**config.mk**
```make
export PLATFORM = sky130hd
export DESIGN_NAME = if_fetch_stage
export DESIGN_NICKNAME = d
export VERILOG_FILES = /design/src/rtl/rv_pipe_pkg.sv /design/src/rtl/if_id_reg.sv /design/src/rtl/if_fetch_stage.sv
export SDC_FILE = /design/constraint.sdc
export NUM_CORES = 1
export LEC_CHECK = 0
export BUFFER_PORTS_ARGS = -buffer_cell sky130_fd_sc_hd__buf_2
export CORE_AREA = 5 5 123 125
export CTS_CLUSTER_DIAMETER = 150
export DETAILED_ROUTE_END_ITERATION = 16
export DIE_AREA = 0 0 128 130
export HOLD_SLACK_MARGIN = 0.05
export PLACE_DENSITY = 0.92
export SLEW_MARGIN = 20
export SYNTH_ARGS = -nofsm -noshare
export SYNTH_HDL_FRONTEND = slang
export SYNTH_SLANG_ARGS = --single-unit
```
**constraint.sdc**
```tcl
create_clock -name clk -period 3.7 [get_ports clk]
set_clock_uncertainty 0.15 [all_clocks]
set_input_delay 0 -clock clk [delete_from_list [all_inputs] [get_ports clk]]
set_output_delay 0 -clock clk [all_outputs]
set_load 0.03 [all_outputs]
```
**src/rtl/rv_pipe_pkg.sv**
```systemverilog
// Shared pipeline types and constants for the RV front end.
package rv_pipe_pkg;
  localparam logic [31:0] NOP_INSTR    = 32'h0000_0013;
  localparam logic [31:0] RESET_PC_DEF = 32'h0000_0060;

  typedef enum logic [1:0] {
    FETCH   = 2'd0,
    HOLD    = 2'd1,
    DISCARD = 2'd2
  } if_state_t;
endpackage

```
**src/rtl/if_id_reg.sv**
```systemverilog
// Pipeline boundary register: {pc, instr, valid} with load enable and flush.
// Payload is only captured for live instructions; bubbles and flushes clear valid alone.
module if_id_reg
  import rv_pipe_pkg::*;
#(
  parameter int XLEN = 32
) (
  input  logic            clk,
  input  logic            rst_n,
  input  logic            load_i,
  input  logic            flush_i,
  input  logic [XLEN-1:0] pc_i,
  input  logic [XLEN-1:0] instr_i,
  input  logic            valid_i,
  output logic [XLEN-1:0] pc_o,
  output logic [XLEN-1:0] instr_o,
  output logic            valid_o
);
  logic [XLEN-1:0] pc_q;
  logic [XLEN-1:0] instr_q;
  logic            valid_q;

  always_ff @(posedge clk or negedge rst_n) begin
    if (!rst_n) begin
      pc_q    <= '0;
      instr_q <= XLEN'(NOP_INSTR);
      valid_q <= 1'b0;
    end else if (flush_i) begin
      valid_q <= 1'b0;
    end else if (load_i) begin
      valid_q <= valid_i;
      if (valid_i) begin
        pc_q    <= pc_i;
        instr_q <= instr_i;
      end
    end
  end

  assign pc_o    = pc_q;
  assign instr_o = instr_q;
  assign valid_o = valid_q;
endmodule

```
**src/rtl/if_fetch_stage.sv**
```systemverilog
// Instruction-fetch stage: owns the PC, keeps one imem read in flight, and feeds the IF/ID register.
// Redirects during an open read drain that read before fetching from the new target.
module if_fetch_stage
  import rv_pipe_pkg::*;
#(
  parameter int              XLEN     = 32,
  parameter logic [XLEN-1:0] RESET_PC = XLEN'(RESET_PC_DEF)
) (
  input  logic            clk,
  input  logic            rst_n,
  input  logic            stall,
  input  logic            redirect,
  input  logic [XLEN-1:0] redirect_pc,
  output logic            imem_read,
  output logic [XLEN-1:0] imem_address,
  input  logic            imem_resp,
  input  logic [XLEN-1:0] imem_rdata,
  output logic [XLEN-1:0] IF_pc,
  output logic [XLEN-1:0] IF_instr,
  output logic            IF_valid
);
  if_state_t       state_q, state_d;
  logic [XLEN-1:0] pc_q, pc_d;
  logic [XLEN-1:0] target_q, target_d;
  logic [XLEN-1:0] buf_q, buf_d;
  logic            req_q, req_d;

  logic            out_valid;
  logic [XLEN-1:0] out_instr;
  logic [XLEN-1:0] redir_tgt;
  logic [XLEN-1:0] pc_inc;

  assign redir_tgt = redirect_pc & ~XLEN'(3);
  assign pc_inc    = pc_q + XLEN'(4);

  always_comb begin
    state_d   = state_q;
    pc_d      = pc_q;
    target_d  = target_q;
    buf_d     = buf_q;
    req_d     = req_q;
    out_valid = 1'b0;
    out_instr = imem_rdata;

    unique case (state_q)
      FETCH: begin
        if (!req_q) begin
          // First cycle out of reset: nothing in flight yet.
          req_d = 1'b1;
          if (redirect) pc_d = redir_tgt;
        end else if (redirect) begin
          if (imem_resp) begin
            pc_d = redir_tgt;
          end else begin
            target_d = redir_tgt;
            state_d  = DISCARD;
          end
        end else if (imem_resp) begin
          if (stall) begin
            buf_d   = imem_rdata;
            req_d   = 1'b0;
            state_d = HOLD;
          end else begin
            out_valid = 1'b1;
            pc_d      = pc_inc;
          end
        end
      end
      HOLD: begin
        if (redirect) begin
          pc_d    = redir_tgt;
          req_d   = 1'b1;
          state_d = FETCH;
        end else if (!stall) begin
          out_valid = 1'b1;
          out_instr = buf_q;
          pc_d      = pc_inc;
          req_d     = 1'b1;
          state_d   = FETCH;
        end
      end
      DISCARD: begin
        if (redirect) target_d = redir_tgt;
        if (imem_resp) begin
          pc_d    = redirect ? redir_tgt : target_q;
          state_d = FETCH;
        end
      end
      default: state_d = FETCH;
    endcase
  end

  always_ff @(posedge clk or negedge rst_n) begin
    if (!rst_n) begin
      state_q  <= FETCH;
      pc_q     <= RESET_PC;
      target_q <= '0;
      buf_q    <= XLEN'(NOP_INSTR);
      req_q    <= 1'b0;
    end else begin
      state_q  <= state_d;
      pc_q     <= pc_d;
      target_q <= target_d;
      buf_q    <= buf_d;
      req_q    <= req_d;
    end
  end

  // pc_q is left untouched in DISCARD, so it still names the read being drained.
  assign imem_read    = req_q;
  assign imem_address = pc_q;

  if_id_reg #(
    .XLEN(XLEN)
  ) u_if_id (
    .clk    (clk),
    .rst_n  (rst_n),
    .load_i (!stall || redirect),
    .flush_i(redirect),
    .pc_i   (pc_q),
    .instr_i(out_instr),
    .valid_i(out_valid),
    .pc_o   (IF_pc),
    .instr_o(IF_instr),
    .valid_o(IF_valid)
  );
endmodule

```
* Word-level counts from Yosys, hierarchy flattened *
Cells that the tools add are included.

cells by class
  add/subtract/negate cells = 1
  equal/unequal tests = 12
  mux-type cells = 39
  bitwise operators = 1
  reduce and logical (&&, ||, !) cells = 13

operators by type and width
  kind                   count
  $mux 32                14
  $pmux 32 s3            1
  $pmux 32 s2            1
  $add 32x3->32 const B  1
  $ne 3x3->1 const B     6
  $mux 2                 8
  $mux 1                 12
  $ne 2x2->1 const B     4
  $reduce_and 4->1       2
  $pmux 2 s3             1
  $reduce_and 6->1       1
  $reduce_bool 2->1      3
  $reduce_and 5->1       1
  $pmux 1 s2             2
  $reduce_and 3->1       1
  $reduce_bool 3->1      1
  $eq 2x1->1 const B     1
  $eq 2x2->1 const B     1
  $logic_not 2->1        1
  $reduce_and 2->1       1
  $logic_not 1->1        1
  $logic_or 1x1->1       1
  $not 1->1              1

storage, ports and cells
  register bits after elaboration = 164
  input bits = 69
  output and inout port bits = 98
  word-level logic and storage cells = 74

* Depth between registers and ports, before layout *
Gate-level depths: netlist of the first run.

  depth after elaboration = 7
  depth in mapped cells = 10
  mapped depth without buffers = 8

* By module *
From an unflattened synthesis of the first run, not the netlist that was laid out.

second synthesis, totals
  cells, all modules = 750
  area, all modules = 8642.0 sq um

modules (own cells, without submodules)
  module          instances  cells an instance  area each (sq um)  seq. area each (sq um)
  if_fetch_stage  1          611                5913.2             2483.6
  if_id_reg       1          139                2728.9             1630.3

* Worst setup path before layout of the first run *
Ideal clock, no wire load.

  path kind = reg-to-reg
  start = register pc_q[2], in the netlist imem_address[2]
  end = register pc_q[16], in the netlist imem_address[16]
  setup time = 129 ps
  data arrival time = 1881 ps
  required time = 3421 ps
  path slack = 1540 ps
  cell stages (with the launch flop) = 9
  path buffers = 1
  period minus slack after synthesis = 2160 ps
  path through = dfrtp_1 > ha_1 > and4b_1 > and3_1 > clkbuf_1 > nand4_1 > o21ai_0 > o2bb2ai_1 > o21ai_0

on the way
  word-level cells in the longest chain between the ends = 6
  elaborated cells on any way between the ends = 7
  those cells by class = add/sub (1); mux (6)

ends and longest elaborated chain
  what                      line                                        source
  start: declaration        if_fetch_stage.sv:23                        logic [XLEN-1:0] pc_q, pc_d;
  start signal: assignment  if_fetch_stage.sv:102                       pc_q <= pc_d;
  $add 32x3->32 (*)         if_fetch_stage.sv:34                        assign pc_inc = pc_q + XLEN'(4);
  $mux 32 (*)               if_fetch_stage.sv:59, if_fetch_stage.sv:74
  $mux 32                   if_fetch_stage.sv:58                        end else if (imem_resp) begin
  $mux 32                   if_fetch_stage.sv:51                        end else if (redirect) begin
  $mux 32                   if_fetch_stage.sv:47                        if (!req_q) begin
  $pmux 32 s3 (*)           if_fetch_stage.sv:45                        unique case (state_q)

Mark *: on every way between the ends. The rest lies on a longest branch, timed or not. The select of a mux whose other input is x is not followed.
A chain may end at the register's enable or synchronous reset.

* Worst setup path in the final report of the first run *
  start = register state_q[1]
  end = register pc_q[19], in the netlist imem_address[19]

on the way
  word-level cells in the longest chain between the ends = 3
  elaborated cells on any way between the ends = 10
  those cells by class = eq/ne (6); mux (1); reduce/logical (3)

ends and longest elaborated chain
  what                                          line                   source
  start: declaration                            if_fetch_stage.sv:22   if_state_t state_q, state_d;
  start signal: assignment                      if_fetch_stage.sv:101  state_q <= state_d;
  $eq 2x2->1 (tied with other cells)            if_fetch_stage.sv:45
  $ne 2x2->1 (no line) (tied with other cells)  n/a
  $reduce_and 5->1 (no line)                    n/a

Parallel ways exist; a longest one is shown, timed or not.

==> run_results.csv, run 1 <==
group,metric,value,unit
yosys,synthCells,727,
yosys,netlist_area,7990,sq um
cts,numCtsBuffers,17,
yosys,syn_nets,800,
placed_design,dp.cells,1034,
placed_design,gp_congestion,0.900,
cts,clk_transition_reported_paths,0.06,ns
timing,hold_viol_final,0,
global_routing,grt_pass1_vias,7166,
routing,vias,7043,
global_routing,antenna_found_initial,2,
power_and_ir_drop,p_leak,4.89,nW
routing,first_iter_violations,845,
placed_design,portBuffers,164,
floorplanning,die_area,16600,sq um
cts,cts_buffer_depth,2,
layout,layout-drive-gt1-share,0.334,
yosys,avgSynthCellArea,11.0,sq um
floorplanning,core-area,13800,sq um
layout,post_layout_nonfiller_instances,1135,
routing,drtAntennaViolNets,0,
timing,fin_crit_sh,0.761,
placed_design,dp_hpwl,14.0,mm
worst_hold_path,hold_path_class,"in -> async",
status,status,"completed",
timing,period_needed,2.81,ns
layout,multiInputGateArea,3640,sq um
critical_path,r2r_end,"imem_address[19]",
layout,nets,1013,
cts,numClockSinks,164,
critical_path,cp_max_fo,15,
yosys,synthArstFlopShare,1.00,
routing,drc_errors,0,
critical_path,critPathKind,"reg -> reg",
yosys,synth_warnings,0,
cts,post_cts_resized,0,
global_routing,grt_remaining_overflow,0,
timing,max_freq,355,MHz
yosys,synth-seq-cells,164,
timing,setup_viol,0,
layout,area_growth_syn_to_layout,27.6,%
timing,slew_violations,0,
floorplanning,num_rows,43,
cts,h-tree-depth,4,
layout,seqCellArea,4110,sq um
power_and_ir_drop,power_density,943,nW/um^2
floorplanning,ios,167,
routing,vias_per_cell,6.21,
global_routing,grt_max_degree,100,
critical_path,r2r_cells,9,
critical_path,required,3.86,ns
critical_path,end_kind,"flop",
floorplanning,die_y,130,um
routing,routed_wl,24.0,mm
yosys,ys_seq_area_frac,0.515,
timing,relSlewSlack,0.300,
critical_path,rrSetupSlack,0.89,ns
routing,firstDrtPassIters,6,
routing,wl_per_cell,21.1,um
timing,rsz0062_at_grt,"no",
yosys,synth-edff-count,0,
power_and_ir_drop,peakVddDrop,554,uV
yosys,synth_flop_cell,"dfrtp_1",
floorplanning,start_util,0.580,
global_routing,grt_use_total,0.287,
cts,root_buffer,"clkbuf_16",
timing,worstMarginPinSlew,1.05,ns
timing,fin_setup_tns,0,ns
floorplanning,die_w,128,um
job,maxCapViolations,0,
cts,insertion_delay,0.43,ns
layout,fillCellCount,834,
yosys,synth_cell_types,60,
layout,finalCoreUtilization,0.740,
cts,cts_tree,"yes",
global_routing,grt_pass1_wl,37.5,mm
critical_path,cp-start-kind,"flop",
critical_path,reg2reg_from,"state_q[1]",
critical_path,cp.arrival,2.98,ns
[final cells by class]
class	count	area share
well taps	180	0.0221
diodes	2	0.000491
flip-flops and latches	164	0.403
clock inverters	13	0.0121
multi-input cells	506	0.357
inverters	9	0.00331
clock buffers	19	0.0434
repair buffers	242	0.158
[critical path: stages, from the launching register on]
cell and delay (ns):
dfrtp_1 0.36, inv_1 0.08, ha_1 0.45, buf_4 0.27, nor2_1 0.11, nor2_1 0.41, nor2_1 0.25, a22oi_1 0.24
o41ai_1 0.13, a22o_1 0.24
[cells by family (layout without fill, tap and decap cells)]
kind of cell / count (synthesis) / after routing / synth area share
AND/OR/NAND/NOR: 185 / 185 / 0.110
AO/OA/AOI/OAI: 165 / 165 / 0.136
flip-flops: 164 / 164 / 0.515
multiplexers: 140 / 140 / 0.190
buffers and inverters: 57 / 283 / 0.0308
XOR/XNOR: 12 / 12 / 0.0131
adder cells (fa/ha/maj): 4 / 4 / 0.00626
other: 0 / 2 / 0
[synth_stat cells, types with 4 or more instances]
cell type / number / area [sq um]
a21oi_1: 23 / 115
a221oi_1: 13 / 114
a22o_1: 4 / 35.0
a22oi_1: 7 / 52.6
a32oi_1: 4 / 35.0
a41oi_1: 4 / 35.0
and2_1: 6 / 37.5
and3_1: 10 / 62.6
buf_2: 13 / 65.1
buf_4: 4 / 30.0
clkbuf_1: 27 / 101
dfrtp_1: 156 / 3900
dfstp_2: 8 / 210
ha_1: 4 / 50.1
inv_1: 9 / 33.8
mux2_2: 92 / 1040
mux2i_1: 48 / 480
nand2_1: 75 / 282
nand2b_1: 4 / 25.0
nand3_1: 12 / 60.1
nand4_1: 11 / 68.8
nor2_1: 41 / 154
nor2b_1: 8 / 50.1
o21ai_0: 62 / 310
o22a_1: 6 / 52.6
o22ai_1: 15 / 93.8
xnor2_1: 9 / 78.8
[timing repair]
| item | CTS | global route |
|---|---|---|
| buffers inserted | 0 | 0 |
| endpoints found under the hold margin | 206 | 0 |
| hold buffers | 66 | 0 |
[report_power, final]
group          switching (W)  leakage (nW)  internal [W]  total (W)
sequential          0.000765          1.98       0.00269    0.00345
combinational        0.00280          2.64       0.00166    0.00445
clock               0.000763         0.271      0.000953    0.00172
[worst max-delay path by stage]
stage | startpoint | end | slack, ns | cells past startpoint
after floorplan | imem_address[2] | imem_address[16] | 1.54 | 8
after global placement | state_q[0] | imem_address[26] | 1.04 | 9
after detailed placement | state_q[0] | imem_address[26] | 0.92 | 9
after CTS | state_q[1] | imem_address[12] | 0.87 | 8
after global routing | state_q[1] | imem_address[19] | 0.70 | 9
final | state_q[1] | imem_address[19] | 0.89 | 9
[layer usage]
| metal | vias to the layer above | routed length, um | share of wire | global-route usage |
|---|---|---|---|---|
| met5 | - | 0 | 0 | 0 |
| met4 | 0 | 868 | 0.036 | 0.139 |
| met3 | 86 | 1940 | 0.081 | 0.0553 |
| met2 | 425 | 12000 | 0.50 | 0.478 |
| met1 | 3449 | 9170 | 0.38 | 0.363 |
| li1 | 3083 | - | - | - |
[sequential cells by signal, summed over array words and instances, names as in the netlist]
signal and count:
target_q 32, imem_read 1, u_if_id.pc_o 32, u_if_id.valid_o 1, imem_address 32, state_q 2
buf_q 32, u_if_id.instr_o 32
[metrics by stage]
stage	worst slack (ns)	hold WS, ns	area (sq um)	total power, W
5_1_grt	0.705	0.109	10200	0.0101
3_3_place_gp	1.04	-0.0637	8940	0.00742
2_1_floorplan	1.54	-0.446	7990	0.00633
6_report	0.886	0.0350	10200	0.00962
4_1_cts	0.874	0.0534	10200	0.00945
3_5_place_dp	0.923	-0.0638	8940	0.00765
[placed cells by master (no fill, tap or decap), types with 4 or more instances in the layout]
cell	n
dfstp_2	8
a21oi_1	23
and2_1	6
nor2_1	41
a221oi_1	13
a32oi_1	4
a22o_1	4
dlygate4sd3_1	66
o22a_1	6
a41oi_1	4
and3_1	10
inv_6	4
nand4_1	11
o22ai_1	15
buf_2	163
clkbuf_16	17
dfrtp_1	156
nand2_1	74
mux2_2	92
inv_1	9
nand3_1	12
nand2b_1	4
a22oi_1	7
ha_1	4
mux2i_1	48
xnor2_1	9
buf_4	10
o21ai_0	62
nor2b_1	8
Power figures use the tool's default switching activity.
==> inputs of run 2 (changes only) <==
--- a/config.mk
+++ b/config.mk
@@ -6,12 +6,12 @@
 export NUM_CORES = 1
 export LEC_CHECK = 0
 export BUFFER_PORTS_ARGS = -buffer_cell sky130_fd_sc_hd__buf_2
-export CORE_AREA = 5 5 123 125
+export CORE_AREA = 5 5 127 129
 export CTS_CLUSTER_DIAMETER = 150
 export DETAILED_ROUTE_END_ITERATION = 16
-export DIE_AREA = 0 0 128 130
+export DIE_AREA = 0 0 132 134
 export HOLD_SLACK_MARGIN = 0.05
-export PLACE_DENSITY = 0.92
+export PLACE_DENSITY = 0.87
 export SLEW_MARGIN = 20
 export SYNTH_ARGS = -nofsm -noshare
 export SYNTH_HDL_FRONTEND = slang
==> constraint.sdc (replaced) <==
create_clock -name clk -period 2.8 [get_ports clk]
set_clock_uncertainty 0.15 [all_clocks]
set_input_delay 0 -clock clk [delete_from_list [all_inputs] [get_ports clk]]
set_output_delay 0 -clock clk [all_outputs]
set_load 0.03 [all_outputs]
==> run_results.csv, run 2 (synthesized netlist as in run 1, its figures left out) <==
group,metric,value,unit
cts,numCtsBuffers,17,
cts,cts_buffer_depth,2,
timing,fin_setup_tns,0,ns
power_and_ir_drop,power_density,1240,nW/um^2
timing,max_freq,391,MHz
timing,relSlewSlack,0.490,
layout,fillCellCount,995,
routing,wl_per_cell,19.9,um
critical_path,rrSetupSlack,0.24,ns
layout,nets,1026,
timing,rsz0062_at_grt,"no",
floorplanning,num_rows,45,
critical_path,critPathSlowestCell,"a211o_1",
critical_path,required,2.94,ns
placed_design,portBuffers,164,
floorplanning,ios,167,
layout,post_layout_nonfiller_instances,1154,
power_and_ir_drop,peakVddDrop,922,uV
critical_path,cp_num_cells,7,
placed_design,dp_hpwl,14.8,mm
timing,slew_violations,0,
critical_path,path_cells,"inv_1 -> ha_1 -> nor2_1 -> a211o_1 -> buf_4 -> a221oi_1 -> o22ai_1",
placed_design,dp_slack,0.291,ns
critical_path,worst_path_largest_cell_delay,0.52,ns
critical_path,cp.arrival,2.70,ns
critical_path,cp_max_fo,13,
routing,vias,6968,
routing,firstDrtPassIters,5,
routing,drtAntennaViolNets,0,
cts,clk_transition_reported_paths,0.07,ns
global_routing,grt_use_total,0.263,
power_and_ir_drop,power.total,0.0129,W
global_routing,grt_pass1_wl,37.9,mm
cts,numClockSinks,164,
cts,root_buffer,"clkbuf_16",
job,maxCapViolations,0,
placed_design,gp_congestion,0.899,
timing,setup_viol,0,
cts,post_cts_resized,0,
layout,final_cell_mix,"163 x buf_2, 156 x dfrtp_1, 92 x mux2_2",
power_and_ir_drop,p_leak,4.97,nW
layout,area_growth_syn_to_layout,29.4,%
cts,post_cts_buffers,0,
routing,vias_per_cell,6.04,
floorplanning,die_y,134,um
routing,drc_errors,0,
critical_path,r2r_cells,7,
critical_path,crit_family,"compound AO/OA/AOI/OAI gates",
status,status,"completed",
floorplanning,start_util,0.536,
global_routing,grt_remaining_overflow,0,
critical_path,critPathKind,"reg -> reg",
timing,period_needed,2.56,ns
layout,layout-drive-gt1-share,0.343,
routing,routed_wl,23.0,mm
cts,insertion_delay,0.43,ns
critical_path,cp-start-kind,"flop",
timing,hold_viol_final,0,
floorplanning,die_w,132,um
timing,fin_crit_sh,0.914,
critical_path,cp_num_buf_inv,2,
layout,finalCoreUtilization,0.693,
global_routing,antenna_found_initial,0,
global_routing,grt_max_degree,82,
cts,cts_tree,"yes",
floorplanning,die_area,17700,sq um
cts,h-tree-depth,4,
layout,seqCellArea,4110,sq um
worst_hold_path,hold_path_class,"in -> async",
routing,first_iter_violations,595,
floorplanning,core-area,14900,sq um
timing,fin_ws,0.241,ns
critical_path,end_kind,"flop",
placed_design,dp.cells,1056,
layout,final_common_cell,"buf_2",
layout,antenna_cells,0,
layout,multiInputGateArea,3640,sq um
global_routing,grt_pass1_vias,7299,
timing,worstMarginPinSlew,0.765,ns
-- run 2: cell types whose count changed in the layout (fill, tap and decap cells not counted), moves of 2 or more --
cell,delta
inv_8,+2
clkinv_2,-2
inv_6,-2
buf_4,+13
diode_2,-2
clkbuf_8,+3
-- run 2: worst paths after layout --
kind                               startpoint                  end
setup / recovery                   state_q[0]     imem_address[11]
hold / removal                          rst_n  u_if_id.instr_o[25]
setup reg to reg                   state_q[0]     imem_address[11]
hold reg to reg            u_if_id.instr_o[1]   u_if_id.instr_o[1]
max in group asynchronous               rst_n      imem_address[7]
min in group clk               imem_rdata[14]            buf_q[14]
-- run 2: worst register-to-register path: stages (launching register included) --
cell,delay (ns)
dfrtp_1,0.38
inv_1,0.11
ha_1,0.46
nor2_1,0.17
a211o_1,0.52
buf_4,0.28
a221oi_1,0.25
o22ai_1,0.12
-- run 2: where the power goes --
group          leakage, nW  switching, W  total [W]  internal [W]
sequential            1.98      0.000945    0.00449       0.00355
clock                0.300       0.00100    0.00244       0.00143
combinational         2.69       0.00366    0.00593       0.00226
total                 4.97       0.00561     0.0129       0.00724
-- run 2: layout make-up --
type	count	area share
clock buffers	21	0.0464
clock inverters	11	0.0137
repair buffers	255	0.164
multi-input cells	506	0.352
flip-flops and latches	164	0.398
inverters	9	0.00327
well taps	188	0.0227
-- run 2: timing repair --
item | in CTS | in global routing
hold endpoints to repair | 240 | 0
endpoints found under the setup margin | 0 | 0
hold buffers | 66 | 0
-- run 2: per-stage QoR --
step | hold WS (ns) | instance area [sq um]
4_1_cts | 0.0743 | 10300
3_5_place_dp | -0.0459 | 9060
3_3_place_gp | -0.0526 | 9060
6_report | 0.0450 | 10300
2_1_floorplan | -0.446 | 7990
5_1_grt | 0.126 | 10300
-- run 2: metal layers --
metal,part of all wire,vias to the layer above,global-route usage,wire length (um)
met5,0,-,0,0
met4,0.021,0,0.0954,484
met3,0.073,50,0.0570,1670
met2,0.50,351,0.447,11500
met1,0.41,3451,0.333,9320
li1,-,3116,-,-
